==> config.mk <==
export PLATFORM = sky130hd
export DESIGN_NAME = l1_dram_arbiter
export DESIGN_NICKNAME = d
export VERILOG_FILES = /design/src/rtl/l1_dram_arbiter_pkg.sv /design/src/rtl/l1_arb_timeout_cnt.sv /design/src/rtl/l1_dram_arbiter.sv
export SDC_FILE = /design/constraint.sdc
export NUM_CORES = 1
export LEC_CHECK = 0
export CORE_AREA = 5 5 293 295
export CTS_BUF_LIST = sky130_fd_sc_hd__clkbuf_16
export CTS_CLUSTER_SIZE = 14
export DETAILED_ROUTE_END_ITERATION = 8
export DIE_AREA = 0 0 298 300
export PLACE_DENSITY_LB_ADDON = 0.2
export SLEW_MARGIN = 20
export SYNTH_ARGS = -nofsm -noshare
export SYNTH_HDL_FRONTEND = slang
export SYNTH_HIERARCHICAL = 1
export SYNTH_SLANG_ARGS = --single-unit
==> constraint.sdc <==
create_clock -name clk -period 4.2 [get_ports clk]
set_input_delay 0.84 -clock clk [delete_from_list [all_inputs] [get_ports clk]]
set_output_delay 0.84 -clock clk [all_outputs]
set_load 0.1 [all_outputs]
==> src/rtl/l1_dram_arbiter_pkg.sv <==
// Shared state encodings and grant codes for the L1 I/D-cache DRAM arbiter.
package l1_dram_arbiter_pkg;

    typedef enum logic [1:0] {
        ARB_STATE_IDLE  = 2'b00,
        ARB_STATE_GNT_I = 2'b01,
        ARB_STATE_GNT_D = 2'b10
    } arb_state_t;

    localparam logic [1:0] GRANT_NONE = 2'b00;
    localparam logic [1:0] GRANT_I    = 2'b01;
    localparam logic [1:0] GRANT_D    = 2'b10;

endpackage

==> src/rtl/l1_arb_timeout_cnt.sv <==
// Grant watchdog: clears between grants, counts un-acked grant cycles, saturates,
// and pulses expire on the cycle that would bring the count to TIMEOUT.
module l1_arb_timeout_cnt #(
    parameter int unsigned TIMEOUT = 255,
    parameter int unsigned CNT_W   = 8
) (
    input  logic clk,
    input  logic rst,
    input  logic clear,
    input  logic en,
    output logic expire
);

    localparam logic [CNT_W-1:0] TERM = CNT_W'(TIMEOUT - 1);

    logic [CNT_W-1:0] cnt;

    always_ff @(posedge clk) begin
        if (rst || clear) begin
            cnt <= '0;
        end else if (en && (cnt != {CNT_W{1'b1}})) begin
            cnt <= cnt + 1'b1;
        end
    end

    assign expire = en && (cnt >= TERM);

endmodule

==> src/rtl/l1_dram_arbiter.sv <==
// Shares one DRAM port between the L1 I-cache and D-cache controllers.
// Define L1_ARB_ROUND_ROBIN_EN to alternate ties; otherwise the D-cache wins ties.
//
// state            | meaning
// ARB_STATE_IDLE   | no owner, DRAM port quiet, sampling ic_cs/dc_cs
// ARB_STATE_GNT_I  | I-cache owns DRAM until dram_ack or timeout
// ARB_STATE_GNT_D  | D-cache owns DRAM until dram_ack or timeout
module l1_dram_arbiter
    import l1_dram_arbiter_pkg::*;
#(
    parameter int unsigned ADDR_W  = 32,
    parameter int unsigned DATA_W  = 128,
    parameter int unsigned TIMEOUT = 255,
    parameter int unsigned CNT_W   = 8
) (
    input  logic              clk,
    input  logic              rst,
    input  logic              ic_cs,
    input  logic              ic_we,
    input  logic [ADDR_W-1:0] ic_addr,
    input  logic [DATA_W-1:0] ic_wdata,
    output logic              ic_ack,
    input  logic              dc_cs,
    input  logic              dc_we,
    input  logic [ADDR_W-1:0] dc_addr,
    input  logic [DATA_W-1:0] dc_wdata,
    output logic              dc_ack,
    output logic [DATA_W-1:0] rdata,
    output logic              dram_cs,
    output logic              dram_we,
    output logic [ADDR_W-1:0] dram_addr,
    output logic [DATA_W-1:0] dram_wdata,
    input  logic              dram_ack,
    input  logic [DATA_W-1:0] dram_rdata,
    output logic [1:0]        grant,
    output logic              timeout_err
);

    arb_state_t state, state_nxt;
    logic       granted;
    logic       expire;

    assign granted = (state != ARB_STATE_IDLE);
    assign rdata   = dram_rdata;

    l1_arb_timeout_cnt #(
        .TIMEOUT (TIMEOUT),
        .CNT_W   (CNT_W)
    ) u_timeout_cnt (
        .clk    (clk),
        .rst    (rst),
        .clear  (!granted),
        .en     (granted && !dram_ack),
        .expire (expire)
    );

`ifdef L1_ARB_ROUND_ROBIN_EN
    logic last_dc;

    always_ff @(posedge clk) begin
        if (rst) begin
            last_dc <= 1'b0;
        end else if (granted && dram_ack) begin
            last_dc <= (state == ARB_STATE_GNT_D);
        end
    end
`endif

    always_ff @(posedge clk) begin
        if (rst) begin
            state       <= ARB_STATE_IDLE;
            timeout_err <= 1'b0;
        end else begin
            state <= state_nxt;
            if (expire) begin
                timeout_err <= 1'b1;
            end
        end
    end

    always_comb begin
        state_nxt = state;
        case (state)
            ARB_STATE_IDLE: begin
                if (ic_cs && dc_cs) begin
`ifdef L1_ARB_ROUND_ROBIN_EN
                    state_nxt = last_dc ? ARB_STATE_GNT_I : ARB_STATE_GNT_D;
`else
                    state_nxt = ARB_STATE_GNT_D;
`endif
                end else if (dc_cs) begin
                    state_nxt = ARB_STATE_GNT_D;
                end else if (ic_cs) begin
                    state_nxt = ARB_STATE_GNT_I;
                end
            end
            ARB_STATE_GNT_I, ARB_STATE_GNT_D: begin
                // expire is only raised without dram_ack, so a same-cycle ack completes normally
                if (dram_ack || expire) begin
                    state_nxt = ARB_STATE_IDLE;
                end
            end
            default: state_nxt = ARB_STATE_IDLE;
        endcase
    end

    always_comb begin
        dram_cs    = 1'b0;
        dram_we    = 1'b0;
        dram_addr  = '0;
        dram_wdata = '0;
        ic_ack     = 1'b0;
        dc_ack     = 1'b0;
        grant      = GRANT_NONE;
        case (state)
            ARB_STATE_GNT_I: begin
                dram_cs    = 1'b1;
                dram_we    = ic_we;
                dram_addr  = ic_addr;
                dram_wdata = ic_wdata;
                ic_ack     = dram_ack;
                grant      = GRANT_I;
            end
            ARB_STATE_GNT_D: begin
                dram_cs    = 1'b1;
                dram_we    = dc_we;
                dram_addr  = dc_addr;
                dram_wdata = dc_wdata;
                dc_ack     = dram_ack;
                grant      = GRANT_D;
            end
            default: ;
        endcase
    end

endmodule

==> results of run 1 <==
[flip-flops by register name (all words and copies together), names as in the netlist]
name,flops
u_timeout_cnt/cnt,8
state,2
timeout_err,1
[layer usage]
| metal | part of all wire | wire [µm] |
|---|---|---|
| met1 | 0.37 | 12200 |
| met2 | 0.49 | 16400 |
| met3 | 0.11 | 3690 |
| met4 | 0.032 | 1080 |
| met5 | 0.00081 | 27 |
[metrics by stage]
step	hold slack, ns	setup WS, ns
after floorplan	0.476	0.147
after global placement	0.504	1.19
after detailed placement	0.520	1.20
after CTS	0.528	0.932
after global routing	0.567	0.809
final	0.508	1.01
[power by group]
group	total [mW]	leakage (nW)	internal [mW]	switching (mW)
Clock	0.175	0.0423	0.125	0.0494
Combinational	1.71	2.86	0.623	1.08
Sequential	0.111	0.0890	0.107	0.00345
[layout make-up]
type / instances / area, µm²
clock buffers: 3 / 75.1
clock inverters: 1 / 3.75
fillers: 9579 / 73500
inverters: 5 / 18.8
multi-input cells: 381 / 2960
flip-flops and latches: 11 / 220
well taps: 1080 / 1350
repair buffers: 511 / 4720
[logic make-up (layout without fill, tap and decap cells)]
logic type,after synthesis,count (layout),synth area share
and+or+nand+nor,197,197,0.272
buffers and inverters,187,520,0.299
AOI/OAI and AO/OA,174,174,0.354
DFF,11,11,0.0491
adders and majority gates,7,7,0.0195
muxes,2,2,0.00447
xor gates and xnor gates,1,1,0.00195
[critical path, stage by stage, from the launching register on]
cell and delay (ns):
dfxtp_1 0.35, inv_1 0.19, ha_4 0.33, buf_12 0.28
buf_4 0.32, a22oi_2 0.13, nor2b_1 0.15, buf_4 0.31
[path summary, 6_finish.rpt]
path | from | endpoint | slack (ns) | cells after the start
worst max-delay path | state[1] | dram_wdata[93] | 1.01 | 7
worst min-delay path | timeout_err | timeout_err | 0.51 | 2
worst max register to register | state[0] | state[0] | 1.93 | 8
worst min register to register | timeout_err | timeout_err | 0.51 | 2
[synthesized netlist by cell type]
master     number  share of area
nor2b_1       162           0.23
buf_4         137           0.23
a22oi_1       105           0.18
a22oi_2        56           0.16
buf_2          18          0.020
clkbuf_1       14          0.012
buf_6          12          0.030
dfxtp_1        11          0.049
ha_1            7          0.020
nand2_1         6         0.0050
nor2_1          6         0.0050
inv_1           5         0.0042
nor3_1          5         0.0056
nand3_1         4         0.0045
a21oi_1         3         0.0033
and2_1          2         0.0028
mux2i_1         2         0.0045
o21ai_0         2         0.0022
a2111oi_0       1         0.0020
a211oi_1        1         0.0017
a211oi_2        1         0.0028
a31oi_1         1         0.0014
a41oi_1         1         0.0020
and3_2          1         0.0017
and4_1          1         0.0020
and4_2          1         0.0022
and4b_1         1         0.0022
buf_8           1         0.0033
nand2b_1        1         0.0014
nand3_2         1         0.0022
nand3b_1        1         0.0017
nand4_1         1         0.0014
nor3b_4         1         0.0042
o211a_1         1         0.0022
o21ba_2         1         0.0022
o31ai_1         1         0.0017
or2_0           1         0.0014
or3_1           1         0.0014
or4_1           1         0.0017
xor2_1          1         0.0020
==> results.tsv, run 1 <==
metric	value	unit
outcome	completed	
rows	106	
totalWireLength	33400	µm
fp.dieArea	0.0894	mm²
clk_pin_slew	0.04	ns
cp.required	3.36	ns
grt_util_met1	0.0724	
yosys_register_bits	11	
dpl_cell_area	0.00927	mm²
cts_tree	yes	
clk-insertion-delay-late	0.24	ns
synth_warnings	6	
critPathMaxFanout	41	
htreeDepth	1	
postLayoutCellArea	0.00935	mm²
ioPinCount	750	
synthToLayoutAreaGrowth	109	%
setup_violations	0	
cts.sinks	11	
stdcell_count	1992	
ys_seq_area_frac	0.0491	
ir_worst_vdd	0.0951	mV
remaining_drc_errors	0	
grt_pass1_vias	6130	
mostFrequentLayoutCells	clkdlybuf4s50_1 (329), buf_4 (177), nor2b_1 (162)	
period_minus_slack	3.19	ns
fin_nets	1375	
avgViaCountPerCell	2.84	
die_w	298	µm
max_cap_viol_count	0	
maxSlewViolCount	0	
powerDensity	213	mW/mm²
cts_resized	0	
fin_worst_skew	0.00223	ns
hp-class	register to register	
clockRootBuffer	clkbuf_16	
crit_path_end_kind	output pin	
grt-busiest-layer	met2	
grt_usage	0.0682	
globalRouteMet2Util	0.123	
final_common_cell	clkdlybuf4s50_1	
met3_usage	0.0288	
initial_core_util	0.0541	
cp-start-kind	register	
antenna_cells	0	
cts_made_buffers	3	
grt_start_max_net_pins	84	
finalPower	1.99	mW
drt-pass1-iter-count	5	
fmax	0.313	GHz
grt_pass1_wl	45500	µm
grt_overflow	0	
drive_above_1_share	0.274	
yosysUniqueCellTypes	40	
antenna_found_initial	6	
holdBufCountCts	0	
hold_violations	0	
post-place-cells	1988	
drt-wirelength-per-cell	16.8	µm
core_area	0.0829	mm²
first_iter_violations	198	
fin_crit_sh	0.760	
final_util	0.113	
synthCells	579	
syn-mean-instance-area	7.74	µm²
cts_setup_buffers	0	
netlist_area	0.00448	mm²
syn_nets	1041	
max_slew.worst_pin.slew	1.01	ns
gp_congestion	0.819	
tns	0	ns
portBuffers	493	
clockBufferDepth	2	
postRouteAntennaNets	0	
slew_headroom	0.325	
power.leakage	2.99	nW
cp.arrival	2.35	ns
place_hpwl	29300	µm
vias	5660	
die_y	300	µm
path_class	register to output pin	
grt_setup_unrepaired	no	
No activity file was read; power rests on OpenSTA's default activity.
==> inputs of run 2 (changes only) <==
- CORE_AREA: 5 5 293 295 -> 5 5 285 287
- DIE_AREA: 0 0 298 300 -> 0 0 290 292
- clock period: 4.2 -> 2.8 ns (I/O delays scaled with it)
==> run 2 against run 1 <==
  * Clock power rose by 46%
  * Core utilization grew 4.5 points
  * First-iteration DRC count is 4.5% lower
  * Power rose by 87%
  * Global-route usage increased by 0.18 points
  * Sequential power rose by 50%
  * Non-clock buffer count increased by 7
  * Worst hold slack lost 0.0074 ns
  * Flip-flop and latch count unchanged
  * Critical path type unchanged
  * Largest cell class unchanged
==> results.tsv, run 2 (synthesis gave the netlist of run 1 again) <==
metric	value	unit	change
outcome	completed		unchanged
initial_core_util	0.0572		was 0.0541
place_hpwl	28000	µm	was 29,300 µm
ioPinCount	750		unchanged
fin_crit_sh	0.938		
ir_worst_vdd	0.169	mV	was 0.0951 mV
mostFrequentLayoutCells	clkdlybuf4s50_1 (326), buf_12 (173), a22oi_1 (105)		was clkdlybuf4s50_1 (329), buf_4 (177), nor2b_1 (162)
antenna_cells	0		unchanged
grt_pass1_vias	6157		was 6,130
worst_r2r_path_depth	8		unchanged
hp-class	register to register		unchanged
cp.required	2.24	ns	was 3.36 ns
setup_violations	0		unchanged
grt_setup_unrepaired	no		unchanged
totalWireLength	32400	µm	was 33,400 µm
final_common_cell	clkdlybuf4s50_1		unchanged
core_area	0.0784	mm²	was 0.0829 mm²
cts.sinks	11		unchanged
path_class	register to output pin		unchanged
fin_worst_skew	0.00159	ns	was 0.00223 ns
cp_num_cells	7		unchanged
fin_nets	1382		was 1,375
max_slew.worst_pin.slew	0.554	ns	was 1.01 ns
htreeDepth	1		unchanged
cp_top_family	buffers and inverters		unchanged
cp-start-kind	register		unchanged
slew_headroom	0.630		was 0.325
max_cap_viol_count	0		unchanged
critPathMaxFanout	39		was 41
path_cells	inv_1, ha_4, buf_12, buf_12, a22oi_2, nor2b_2, buf_12		was inv_1, ha_4, buf_12, buf_4, a22oi_2, nor2b_1, buf_4
largest_register_ffs	8		unchanged
postLayoutCellArea	0.0123	mm²	was 0.00935 mm²
maxSlewViolCount	0		unchanged
die_y	292	µm	was 300 µm
grt_overflow	0		unchanged
synthToLayoutAreaGrowth	175	%	was 109%
cp.arrival	2.07	ns	was 2.35 ns
largest_register	u_timeout_cnt/cnt		unchanged
die_w	290	µm	was 298 µm
grt_pass1_wl	45000	µm	was 45,500 µm
period_minus_slack	2.63	ns	
grt_usage	0.0700		was 0.0682
remaining_drc_errors	0		unchanged
crit_end	dram_wdata[90]		was dram_wdata[93]
dpl_cell_area	0.0123	mm²	was 0.00927 mm²
clockBufferDepth	2		unchanged
slowest_delay	0.34	ns	was 0.35 ns
cts_setup_buffers	0		unchanged
powerDensity	302	mW/mm²	was 213 mW/mm²
crit_path_end_kind	output pin		unchanged
vias	5703		was 5,660
clk-insertion-delay-late	0.23	ns	was 0.24 ns
antenna_found_initial	7		was 6
avgViaCountPerCell	2.90		was 2.84
fp.dieArea	0.0847	mm²	was 0.0894 mm²
postRouteAntennaNets	0		unchanged
cts_made_buffers	3		unchanged
crit_top_cell	buf_12		was buf_4
r2r_slack	0.61	ns	was 1.93 ns
portBuffers	493		unchanged
cts_tree	yes		unchanged
fmax	0.381	GHz	
power.leakage	3.76	nW	was 2.99 nW
cts_resized	0		unchanged
drt-pass1-iter-count	4		was 5
final_util	0.158		was 0.113
drive_above_1_share	0.458		was 0.274
crit-reg2reg-capture	state[0]		unchanged
holdBufCountCts	0		unchanged
grt_start_max_net_pins	74		was 84
top_regs	u_timeout_cnt/cnt (8), state (2), timeout_err (1)		unchanged
drt-wirelength-per-cell	16.5	µm	was 16.8 µm
rows	103		was 106
gp_congestion	0.728		was 0.819
hold_violations	0		unchanged
crit_buf_inv	4		unchanged
clockRootBuffer	clkbuf_16		unchanged
first_iter_violations	189		was 198
worst_r2r_startpoint	state[0]		unchanged
tns	0	ns	unchanged
clk_pin_slew	0.04	ns	about the same
slowest_stage	dfxtp_1		unchanged
critPathLaunch	state[0]		was state[1]
## run 2: cell type report
type / instances / area, µm²
clock buffer: 3 / 75.1
clock inverter: 1 / 3.75
fill: 8853 / 66000
inverter: 5 / 18.8
multi-input combinational: 381 / 3850
sequential: 11 / 220
tap: 1050 / 1310
timing repair buffer: 518 / 6870
## run 2: how the worst min path moves through the flow
stage,from,cells past startpoint,end,slack [ns]
2_1_floorplan,state[1],2,state[1],0.48
3_3_place_gp,timeout_err,2,timeout_err,0.51
3_5_place_dp,timeout_err,2,timeout_err,0.50
4_1_cts,timeout_err,2,timeout_err,0.51
5_1_grt,timeout_err,2,timeout_err,0.56
6_report,timeout_err,2,timeout_err,0.50
## run 2: worst register-to-register path, stage by stage, from the launching register on
cell      delay, ns
dfxtp_1        0.40
inv_1          0.17
ha_4           0.23
nor2_1         0.26
nand3_2        0.18
nor3_1         0.42
nor3b_4        0.10
nand2b_1       0.17
a211oi_2       0.19
## run 2: per-stage QoR
stage	hold slack (ns)	instances	worst slack, ns	power [mW]
2_1_floorplan	0.476	579	-0.219	3.01
3_3_place_gp	0.506	1965	0.383	3.53
3_5_place_dp	0.503	1965	0.370	3.52
4_1_cts	0.512	1969	0.116	3.79
5_1_grt	0.556	1969	0.0445	3.89
6_report	0.501	1969	0.173	3.73
## run 2: power by group
group / internal, mW / total (mW) / switching (mW) / leakage [nW]
sequential: 0.161 / 0.166 / 0.00538 / 0.0890
combinational: 1.49 / 3.31 / 1.81 / 3.63
clock: 0.187 / 0.256 / 0.0688 / 0.0423
## run 2: metal layers
layer  vias to the layer above  wire [µm]  part of all wire  GRT usage
met4                         8        967             0.030     0.0191
met5                         -         57            0.0018          0
met2                       434      15900              0.49      0.125
li1                       2609          -                 -          -
met1                      2580      11500              0.35     0.0719
met3                        72       4020              0.12     0.0369
